**src/rtl/input_debouncer.sv**
```systemverilog
// Input debouncer: two-flop synchroniser followed by a bounce filter that
// accepts a new level only after StableCycles consecutive agreeing samples.
// Emits one-cycle rise/fall strobes on the edge the debounced level changes.
module input_debouncer #(
    parameter int unsigned StableCycles = 4,
    parameter int unsigned CntWidth     = 16
) (
    input  logic clk_i,
    input  logic rst_i,
    input  logic din_i,
    input  logic en_i,
    output logic dout_o,
    output logic rise_o,
    output logic fall_o
);

    localparam logic [CntWidth-1:0] CntLast = CntWidth'(StableCycles - 1);

    typedef enum logic [1:0] {
        StIdleLo,
        StWaitHi,
        StIdleHi,
        StWaitLo
    } state_e;

    logic                s1_q, s2_q;
    state_e              state_q, state_d;
    logic [CntWidth-1:0] cnt_q, cnt_d;
    logic                dout_q, dout_d;
    logic                rise_q, rise_d;
    logic                fall_q, fall_d;

    // Synchroniser chain; runs regardless of enable.
    always_ff @(posedge clk_i or posedge rst_i) begin
        if (rst_i) begin
            s1_q <= 1'b0;
            s2_q <= 1'b0;
        end else begin
            s1_q <= din_i;
            s2_q <= s1_q;
        end
    end

    // Filter state, counter and registered outputs.
    always_ff @(posedge clk_i or posedge rst_i) begin
        if (rst_i) begin
            state_q <= StIdleLo;
            cnt_q   <= '0;
            dout_q  <= 1'b0;
            rise_q  <= 1'b0;
            fall_q  <= 1'b0;
        end else begin
            state_q <= state_d;
            cnt_q   <= cnt_d;
            dout_q  <= dout_d;
            rise_q  <= rise_d;
            fall_q  <= fall_d;
        end
    end

    // Next-state logic: a disagreeing sample always wins over acceptance,
    // and a low enable always wins over everything.
    always_comb begin
        state_d = state_q;
        cnt_d   = cnt_q;
        dout_d  = dout_q;
        rise_d  = 1'b0;
        fall_d  = 1'b0;

        if (!en_i) begin
            state_d = dout_q ? StIdleHi : StIdleLo;
            cnt_d   = '0;
        end else begin
            unique case (state_q)
                StIdleLo: begin
                    if (s2_q) begin
                        state_d = StWaitHi;
                        cnt_d   = CntWidth'(1);
                    end
                end
                StWaitHi: begin
                    if (!s2_q) begin
                        state_d = StIdleLo;
                        cnt_d   = '0;
                    end else if (cnt_q == CntLast) begin
                        state_d = StIdleHi;
                        cnt_d   = '0;
                        dout_d  = 1'b1;
                        rise_d  = 1'b1;
                    end else begin
                        cnt_d = cnt_q + CntWidth'(1);
                    end
                end
                StIdleHi: begin
                    if (!s2_q) begin
                        state_d = StWaitLo;
                        cnt_d   = CntWidth'(1);
                    end
                end
                StWaitLo: begin
                    if (s2_q) begin
                        state_d = StIdleHi;
                        cnt_d   = '0;
                    end else if (cnt_q == CntLast) begin
                        state_d = StIdleLo;
                        cnt_d   = '0;
                        dout_d  = 1'b0;
                        fall_d  = 1'b1;
                    end else begin
                        cnt_d = cnt_q + CntWidth'(1);
                    end
                end
                default: begin
                    state_d = StIdleLo;
                    cnt_d   = '0;
                end
            endcase
        end
    end

    assign dout_o = dout_q;
    assign rise_o = rise_q;
    assign fall_o = fall_q;

endmodule

```
**config.mk**
```make
export PLATFORM = sky130hd
export DESIGN_NAME = input_debouncer
export DESIGN_NICKNAME = d
export VERILOG_FILES = /design/src/rtl/input_debouncer.sv
export SDC_FILE = /design/constraint.sdc
export NUM_CORES = 1
export LEC_CHECK = 0
export CORE_ASPECT_RATIO = 2
export CORE_MARGIN = 1
export CORE_UTILIZATION = 35
export CTS_CLUSTER_DIAMETER = 80
export DETAILED_ROUTE_END_ITERATION = 16
export SYNTH_ARGS = -nofsm -noshare
export SYNTH_HDL_FRONTEND = slang
export SYNTH_SLANG_ARGS = --single-unit
```
**constraint.sdc**
```tcl
create_clock -name clk_i -period 1.8 [get_ports clk_i]
set_input_delay 0.36 -clock clk_i [delete_from_list [all_inputs] [get_ports clk_i]]
set_output_delay 0.36 -clock clk_i [all_outputs]
set_load 0.05 [all_outputs]
```
==> flow_metrics.env <==
export IMPL_status="finished, final reports clean"
export IMPL_synth_warnings=0
export IMPL_drcViolationCount=0
export IMPL_hold_path_class="flip-flop to flip-flop"
export IMPL_place_hpwl_um=2300
export IMPL_grt_use_met1_pct=18.4
export IMPL_met3_usage_pct=2.11
export IMPL_place_ws_ps=-49.3
export IMPL_cts_tree="done"
export IMPL_num_antenna_cells=0
export IMPL_port_buffers=6
export IMPL_critical_path_depth=5
export IMPL_antenna_found_initial=0
export IMPL_ys_seq_area_share_pct=46.5
export IMPL_seqPwrFrac_pct=54.2
export IMPL_layout_worst_path_cycle_share_pct=92.5
export IMPL_grt_usage_pct=18.0
export IMPL_hold_buffers=0
export IMPL_p_per_area_nw_per_um2=653
export IMPL_initial_core_util_pct=36.7
export IMPL_synth_nets=132
export IMPL_synth_cell_types=40
export IMPL_grt_pass1_vias=1118
export IMPL_coreArea_um2=3380
export IMPL_yosysTopAreaCell="dfrtp_1"
export IMPL_worst_path_max_delay_cell="nor4_1"
export IMPL_pwr_share_clk_pct=33.4
export IMPL_p_leak_nw=0.648
export IMPL_fp_dieW_um=44.1
export IMPL_ys_ff_latch=23
export IMPL_finalCriticalPeriod_ps=1660
export IMPL_synth_edf_count=0
export IMPL_drt_first_pass_iters=6
export IMPL_detail_route_wl_per_cell_um=16.4
export IMPL_grtUsageMet2_pct=32.6
export IMPL_grt_busiest_layer="met2"
export IMPL_worst_pin_slew_ps=456
export IMPL_clockBufferDepth=2
export IMPL_grt_max_degree=24
export IMPL_syn_mean_instance_area_um2=9.75
export IMPL_cp_end_kind="flip-flop"
export IMPL_irDropWorstVdd_mv=0.414
export IMPL_nNetsFinal=160
export IMPL_path_delay_family="simple AND/OR/NAND/NOR gates"
export IMPL_p_int_uw=737
export IMPL_fin_worst_skew_ps=2.61
export IMPL_drv_slew=0
export IMPL_htree_levels=1
export IMPL_power_frac_comb_pct=12.4
export IMPL_gp_congestion=0.909
export IMPL_cts_buffers=3
export IMPL_async_flop_share_pct=100
export IMPL_die_area_um2=3800
export IMPL_root_buffer="clkbuf_8"
export IMPL_ys_flop_type="dfrtp_1"
export IMPL_vias=1097
export IMPL_hold_viol_final=0
export IMPL_clk_latency_ps=270
export IMPL_path_cells="nor4_1, nand4_1, buf_4, o31ai_1, a2bb2oi_1"
export IMPL_regToRegEndpoint="dout_o"
export IMPL_startpoint="cnt_q[2]"
export IMPL_drt_iter0_markers=36
export IMPL_layout_common_cells="buf_4 (27), dfrtp_1 (23), a31oi_1 (11), nand3_1 (11), nand2_1 (8)"
export IMPL_ff2ff_path_depth=5
export IMPL_crit_end="dout_o"
export IMPL_synth_top_area_share_pct=46.5
export IMPL_routed_wl_um=3040
export IMPL_syn2layout_area_growth_pct=23.6
export IMPL_rsz0062_at_grt="false"
export IMPL_finalSetupViolations=0
export IMPL_p_sw_share_pct=26.3
export IMPL_io_pins=7
export IMPL_arrival_ps=1820
export IMPL_grt_pass1_wl_um=5060
export IMPL_worst_setup_path_type="flip-flop to flip-flop"
export IMPL_cp_buffers_inverters=1
export IMPL_die_h_um=86.1
export IMPL_fmax_mhz=601
export IMPL_worst_slack_ps=135
export IMPL_ant_nets=0
export IMPL_clk_pin_slew_worst_paths_ps=80
export IMPL_maxCapViolations=0
export IMPL_syn_instance_count=127
export IMPL_drive_gt1_share_pct=26.0
export IMPL_globalRouteOverflowTotal=0
export IMPL_critPathMaxStageDelay_ps=450
export IMPL_num_rows=30
export IMPL_worstPathRequired_ps=1960
export IMPL_final_common_cell="buf_4"
export IMPL_cts_sinks=23
export IMPL_via_per_inst=5.90
export IMPL_r2r_slack_ps=140
export IMPL_final_setup_tns_ps=0
export IMPL_slew_headroom_pct=69.3
export IMPL_netlist_area_um2=1240
export IMPL_p_switching_uw=263
export IMPL_path_max_fanout=9
export IMPL_r2r_start="cnt_q[2]"
export IMPL_ys_top_cells_by_area="dfrtp_1 (46%), a31oi_1 (5.6%), nand3_1 (4.4%)"
export IMPL_worst_setup_path_start_kind="flip-flop"
## worst min-delay path by stage
stage / from / end / slack (ps) / cells after the start
detailed placement: s1_q / s2_q / 340 / 0
global placement: s1_q / s2_q / 330 / 0
finish: s1_q / s2_q / 360 / 0
floorplan: s1_q / s2_q / 330 / 0
CTS: s1_q / s2_q / 360 / 0
global route: s1_q / s2_q / 380 / 0
## per-stage QoR
step | utilization, % | hold WS, ps | power (mW) | cells | area, µm²
floorplan | - | 331 | 0.617 | 127 | 1240
global placement | 43.8 | 335 | 0.672 | 182 | 1480
detailed placement | 43.8 | 344 | 0.677 | 182 | 1480
CTS | 45.2 | 364 | 1.01 | 186 | 1530
global route | 45.3 | 375 | 1.04 | 186 | 1530
finish | 45.3 | 358 | 1.00 | 186 | 1530
## cells in the mapped netlist, drive strengths merged, types with 2 or more instances
| cell type | instances |
|---|---|
| a21oi | 5 |
| a31o | 2 |
| a31oi | 11 |
| a41oi | 3 |
| and3 | 4 |
| buf | 2 |
| clkbuf | 5 |
| dfrtp | 23 |
| inv | 6 |
| mux2i | 2 |
| nand2 | 8 |
| nand2b | 2 |
| nand3 | 11 |
| nand3b | 2 |
| nand4 | 5 |
| nor2 | 4 |
| nor3 | 3 |
| nor4 | 5 |
| o211ai | 3 |
| o21ai | 3 |
| xnor2 | 3 |
| xor2 | 2 |
## power by group through the flow
stage               Clock, mW  Combinational (mW)  Sequential, mW
detailed placement          0               0.124           0.553
floorplan                   0              0.0623           0.555
finish                  0.334               0.124           0.542
global route            0.361               0.135           0.544
global placement            0               0.121           0.551
CTS                     0.344               0.125           0.542
## state kept, by name, summed over array words and instances (netlist names), named ones only
| name | count |
|---|---|
| cnt_q | 16 |
| dout_o | 1 |
| fall_o | 1 |
| rise_o | 1 |
| s1_q | 1 |
| s2_q | 1 |
| state_q | 1 |
## kinds of logic (layout without fill, tap and decap cells)
kind of cell | Yosys count | in the layout | share of synthesized area (%)
AO/OA/AOI/OAI | 33 | 33 | 19.1
XOR/XNOR | 5 | 5 | 3.54
adder cells (fa/ha/maj) | 1 | 1 | 1.01
buffers and inverters | 13 | 40 | 4.34
flip-flops | 23 | 23 | 46.5
multiplexers | 2 | 2 | 1.62
AND/OR/NAND/NOR | 50 | 50 | 23.9
## final cells by class
class / instances / area [µm²]
well taps: 32 / 40.0
repair buffers: 30 / 233
fillers: 327 / 1850
inverters: 6 / 22.5
clock buffers: 3 / 41.3
flip-flops and latches: 23 / 576
clock inverters: 1 / 5.00
multi-input cells: 91 / 614
## metal layers
layer	up-vias	part of all wire [%]
met5	-	0
met4	0	3.1
met3	9	1.9
met2	16	57
met1	535	38
li1	537	-
## timing repair
item,4_1_cts,5_1_grt
gates resized for setup,0,1
setup endpoints to repair,0,12
setup buffers,0,0
Power figures use the tool's default switching activity.
==> RTL change 1, RTL diff (config.mk and constraints unchanged) <==
Change the parameter `CntWidth` from 16 to 12.
--- a/src/rtl/input_debouncer.sv
+++ b/src/rtl/input_debouncer.sv
@@ -3,7 +3,7 @@
 // Emits one-cycle rise/fall strobes on the edge the debounced level changes.
 module input_debouncer #(
     parameter int unsigned StableCycles = 4,
-    parameter int unsigned CntWidth     = 16
+    parameter int unsigned CntWidth     = 12
 ) (
     input  logic clk_i,
     input  logic rst_i,
Function: no difference found for any inputs over 10 cycles, from zero or initial values and one cycle with rst_i high; that may be too few to reach the edited logic, so the function may still have changed.
==> RTL change 1 against the original RTL <==
Die area down 17%. Routed wire length down 17%. Synthesized area down 18%. Clock skew up 3.3 ps. Sequential cell count down 4. Non-clock buffer count down 9. Final area down 17%. Setup slack worse by 32 ps. Power down 13%. Clock power down 11%. Combinational power up 8%. Fmax down 1.9%. Critical path depth up 1.
==> RTL change 1: results <==
[global_routing]
antenna_found_initial = 0
grt_pass1_wl_um = 4210
grt_usage_pct = 19.2
first_global_vias = 925
grt_max_degree = 20

[synthesis]
ys_top_cells_by_count = "19 x dfrtp_1, 8 x nor3_1, 5 x inv_1, 5 x nand2_1, 5 x o31ai_1"
synth-seq-area-share_pct = 46.9
yosys.cell_types.count = 34
synth_nets = 104
yosys-top-cells-area = "dfrtp_1 47%, a211oi_2 4.9%, nor3_1 3.9%"

[route]
drt-initial-drc-count = 31
wl_per_cell_um = 16.8
dr_total_vias = 870
dr.pass1.iters = 4

[placed_design]
dpl.hpwl_um = 1900
gp_congestion = 0.819
placed_area_mm2 = 0.00121

[critical_path]
reg2reg_depth = 6
critPathCapture = "cnt_q[5]"
crit_arrival_ps = 1830
ff2ff_setup_slack_ps = 100
cp-startpoint = "cnt_q[1]"

[clock_tree]
insertion_delay_ps = 260
clkTransAtPathRegs_ps = 80

[sta]
worstMarginPinSlew_ps = 378
finalClockSkew_ps = 5.89

[pwr]
p_leak_nw = 0.532
switchingPower_uw = 227
vdd_ir_drop_max_uv = 616

[status]
status = "finished, final reports clean"

[layout]
nNetsFinal = 127
fillers = 261
largest_reg_flops = 12
-- RTL change 1: repair_timing --
item | 4_1_cts | 5_1_grt
endpoints found under the hold margin | 0 | 0
pin swaps | 0 | 1
setup endpoints to repair | 1 | 1
buffers inserted | 0 | 1
gates cloned | 0 | 0
gates resized for setup | 1 | 0
-- RTL change 1: power by group through the flow --
stage,clock [mW],sequential [mW],combinational [mW]
after floorplan,0,0.451,0.0634
after global placement,0,0.451,0.129
after detailed placement,0,0.451,0.133
after CTS,0.304,0.443,0.133
after global routing,0.329,0.443,0.145
final,0.297,0.443,0.134
-- RTL change 1: cells by family after synthesis --
| group | count (synthesis) | share of synthesized area (%) |
|---|---|---|
| AND/OR/NAND/NOR | 40 | 22.9 |
| multiplexers | 1 | 0.986 |
| adder cells (fa/ha/maj) | 1 | 1.23 |
| AO/OA/AOI/OAI | 24 | 19.0 |
| flip-flops | 19 | 46.9 |
| XOR/XNOR | 6 | 5.92 |
| buffers and inverters | 8 | 3.08 |
-- RTL change 1: cell type report --
type	count	area share, %
multi-input cells	72	40.5
flip-flops and latches	19	37.5
repair buffers	21	14.0
clock buffers	3	3.25
well taps	29	2.86
inverters	5	1.48
clock inverters	1	0.394
-- RTL change 1: how the worst min path moves through the flow --
stage / to / slack [ps] / cells past startpoint
2_1_floorplan: asynchronous set/reset pin / 310 / 1
3_3_place_gp: s2_q / 340 / 0
3_5_place_dp: s2_q / 350 / 0
4_1_cts: s2_q / 370 / 0
5_1_grt: s2_q / 380 / 0
6_report: s2_q / 360 / 0
-- RTL change 1: metrics by stage --
step / setup slack [ps] / hold slack, ps / utilization [%] / TNS (ps) / instances
4_1_cts: 152 / 367 / 46.1 / 0 / 149
3_5_place_dp: -69.0 / 350 / 44.2 / -257 / 145
5_1_grt: 37.0 / 378 / 46.4 / 0 / 150
6_report: 103 / 362 / 46.4 / 0 / 150
2_1_floorplan: 10.3 / 311 / - / 0 / 99
3_3_place_gp: -41.4 / 342 / 44.2 / -155 / 145
-- RTL change 1: worst max-delay path, cell delays in order (launching register included) --
cell and delay, ps:
dfrtp_1 390, ha_1 190, nor4b_2 350, nand3_1 200
a21oi_2 240, buf_12 160, a211oi_1 40
-- RTL change 1: per-layer routing --
layer / track usage [%] / routed length (um)
met5: 0 / 0
met3: 2.54 / 47
met1: 21.0 / 942
met2: 32.7 / 1430
met4: 10.0 / 95
==> RTL change 2, RTL diff (same flow settings) <==
Made on the original files. Reset style: synchronous (`rst_i`), changed in 2 clocked blocks.
--- a/src/rtl/input_debouncer.sv
+++ b/src/rtl/input_debouncer.sv
@@ -31,7 +31,7 @@
     logic                fall_q, fall_d;
 
     // Synchroniser chain; runs regardless of enable.
-    always_ff @(posedge clk_i or posedge rst_i) begin
+    always_ff @(posedge clk_i) begin
         if (rst_i) begin
             s1_q <= 1'b0;
             s2_q <= 1'b0;
@@ -42,7 +42,7 @@
     end
 
     // Filter state, counter and registered outputs.
-    always_ff @(posedge clk_i or posedge rst_i) begin
+    always_ff @(posedge clk_i) begin
         if (rst_i) begin
             state_q <= StIdleLo;
             cnt_q   <= '0;
Function: differs if rst_i is asserted again (counterexample within 10 cycles, from zero or initial values and one cycle with rst_i high); with rst_i held inactive, the same outputs for 10 cycles.
==> RTL change 2 against the original RTL <==
Synthesized area grew 7.1%. Setup slack lost 79 ps. Power fell by 7.5%. Utilization fell by 0.97 points. Final area is 4.5% higher. Sequential share of layout area down 8.4 points. Sequential cell count did not move. Routed wire length is 24% higher. Largest cell class unchanged. Highest routed layer unchanged.
==> RTL change 2: results <==
[status]
status = "finished, final reports clean"

[global_routing]
grt_max_degree = 17
grt_pass1_wl_um = 6150
antenna_found_initial = 0
first_global_vias = 1317
grt_usage_pct = 20.8

[placed_design]
place_inst = 220
placed_area_mm2 = 0.00151
dpl.hpwl_um = 2800
dp_slack_ps = -67.4
gp_congestion = 0.898

[pwr]
vdd_ir_drop_max_uv = 545
p_leak_nw = 0.553

[route]
dr_total_vias = 1374
drt-initial-drc-count = 65
wl_um = 3790
dr.pass1.iters = 4
vias_per_cell = 6.13

[critical_path]
crit_arrival_ps = 1920
slowest_delay_ps = 340
reg2reg_depth = 7
crit_slowest_cell = "dfxtp_2"

[synthesis]
synth_nets = 160
synth-seq-area-share_pct = 34.7
ys_top_cells_by_count = "23 x dfxtp_1, 15 x a31oi_1, 12 x nand2_1"
avgSynthCellArea_um2 = 8.56
async_flop_share_pct = 0
yosys.cell_types.count = 45
yosys-top-cells-area = "dfxtp_1 35%, a31oi_1 7.1%, buf_6 5.1%"

[worst_hold_path]
min_delay_path_depth = 1

[layout]
multi_input_area_um2 = 764
fillers = 366
drive_gt1_share_pct = 26.3
nNetsFinal = 181

[sta]
maxSlewHeadroom_pct = 72.5
finalClockSkew_ps = 2.10
==> RTL change 2: changes by cell type in the layout (fill, tap and decap cells not counted), sizes merged, moves of 3 or more <==
cell / delta
nand2: +4
a31oi: +4
dfrtp: -23
dfxtp: +23
and4: +4
a21oi: -4
xnor2: -3
==> RTL change 2: final timing paths <==
kind                  from  endpoint  slack, ps
setup / recovery  cnt_q[0]  cnt_q[8]         60
hold / removal        s1_q      s2_q        460
setup reg to reg  cnt_q[0]  cnt_q[8]         60
hold reg to reg       s1_q      s2_q        460
==> RTL change 2: routing by layer <==
layer  vias up  routed length (um)  GRT usage, %  part of all wire (%)
li1        638                   -             -                     -
met1       653                1340          21.0                    35
met2        55                2060          36.5                    54
met3        28                 130          2.02                   3.4
met4         0                 265          16.5                   7.0
met5         -                   0             0                     0
==> RTL change 2: final cells by class <==
class                           instances  share of cell area, %
Inverter                                4                  0.938
Clock buffer                            4                   2.81
Multi-Input combinational cell        112                   47.8
Timing Repair Buffer                   32                   15.5
Sequential cell                        23                   29.2
Tap cell                               49                   3.83
==> RTL change 2: repair_timing <==
item,in CTS,in global routing
buffers inserted,0,0
endpoints found under the hold margin,0,0
gates resized for setup,3,8
pin swaps,0,0
setup endpoints to repair,2,12
==> RTL change 2: where the power goes <==
part	internal (mW)	switching [mW]
Combinational	0.0309	0.0335
Clock	0.159	0.181
Sequential	0.515	0.00529
==> RTL change 2: kinds of logic (layout without fill, tap and decap cells) <==
kind of cell    count (synthesis)  after routing  synth area share, %
compound gates                 34             34                 18.2
xor+xnor                        2              2                 1.32
fa+ha+maj                       1              1                0.943
buf+inv                        20             40                 10.4
flops                          23             23                 34.7
mux                             3              3                 2.26
simple gates                   72             72                 32.2
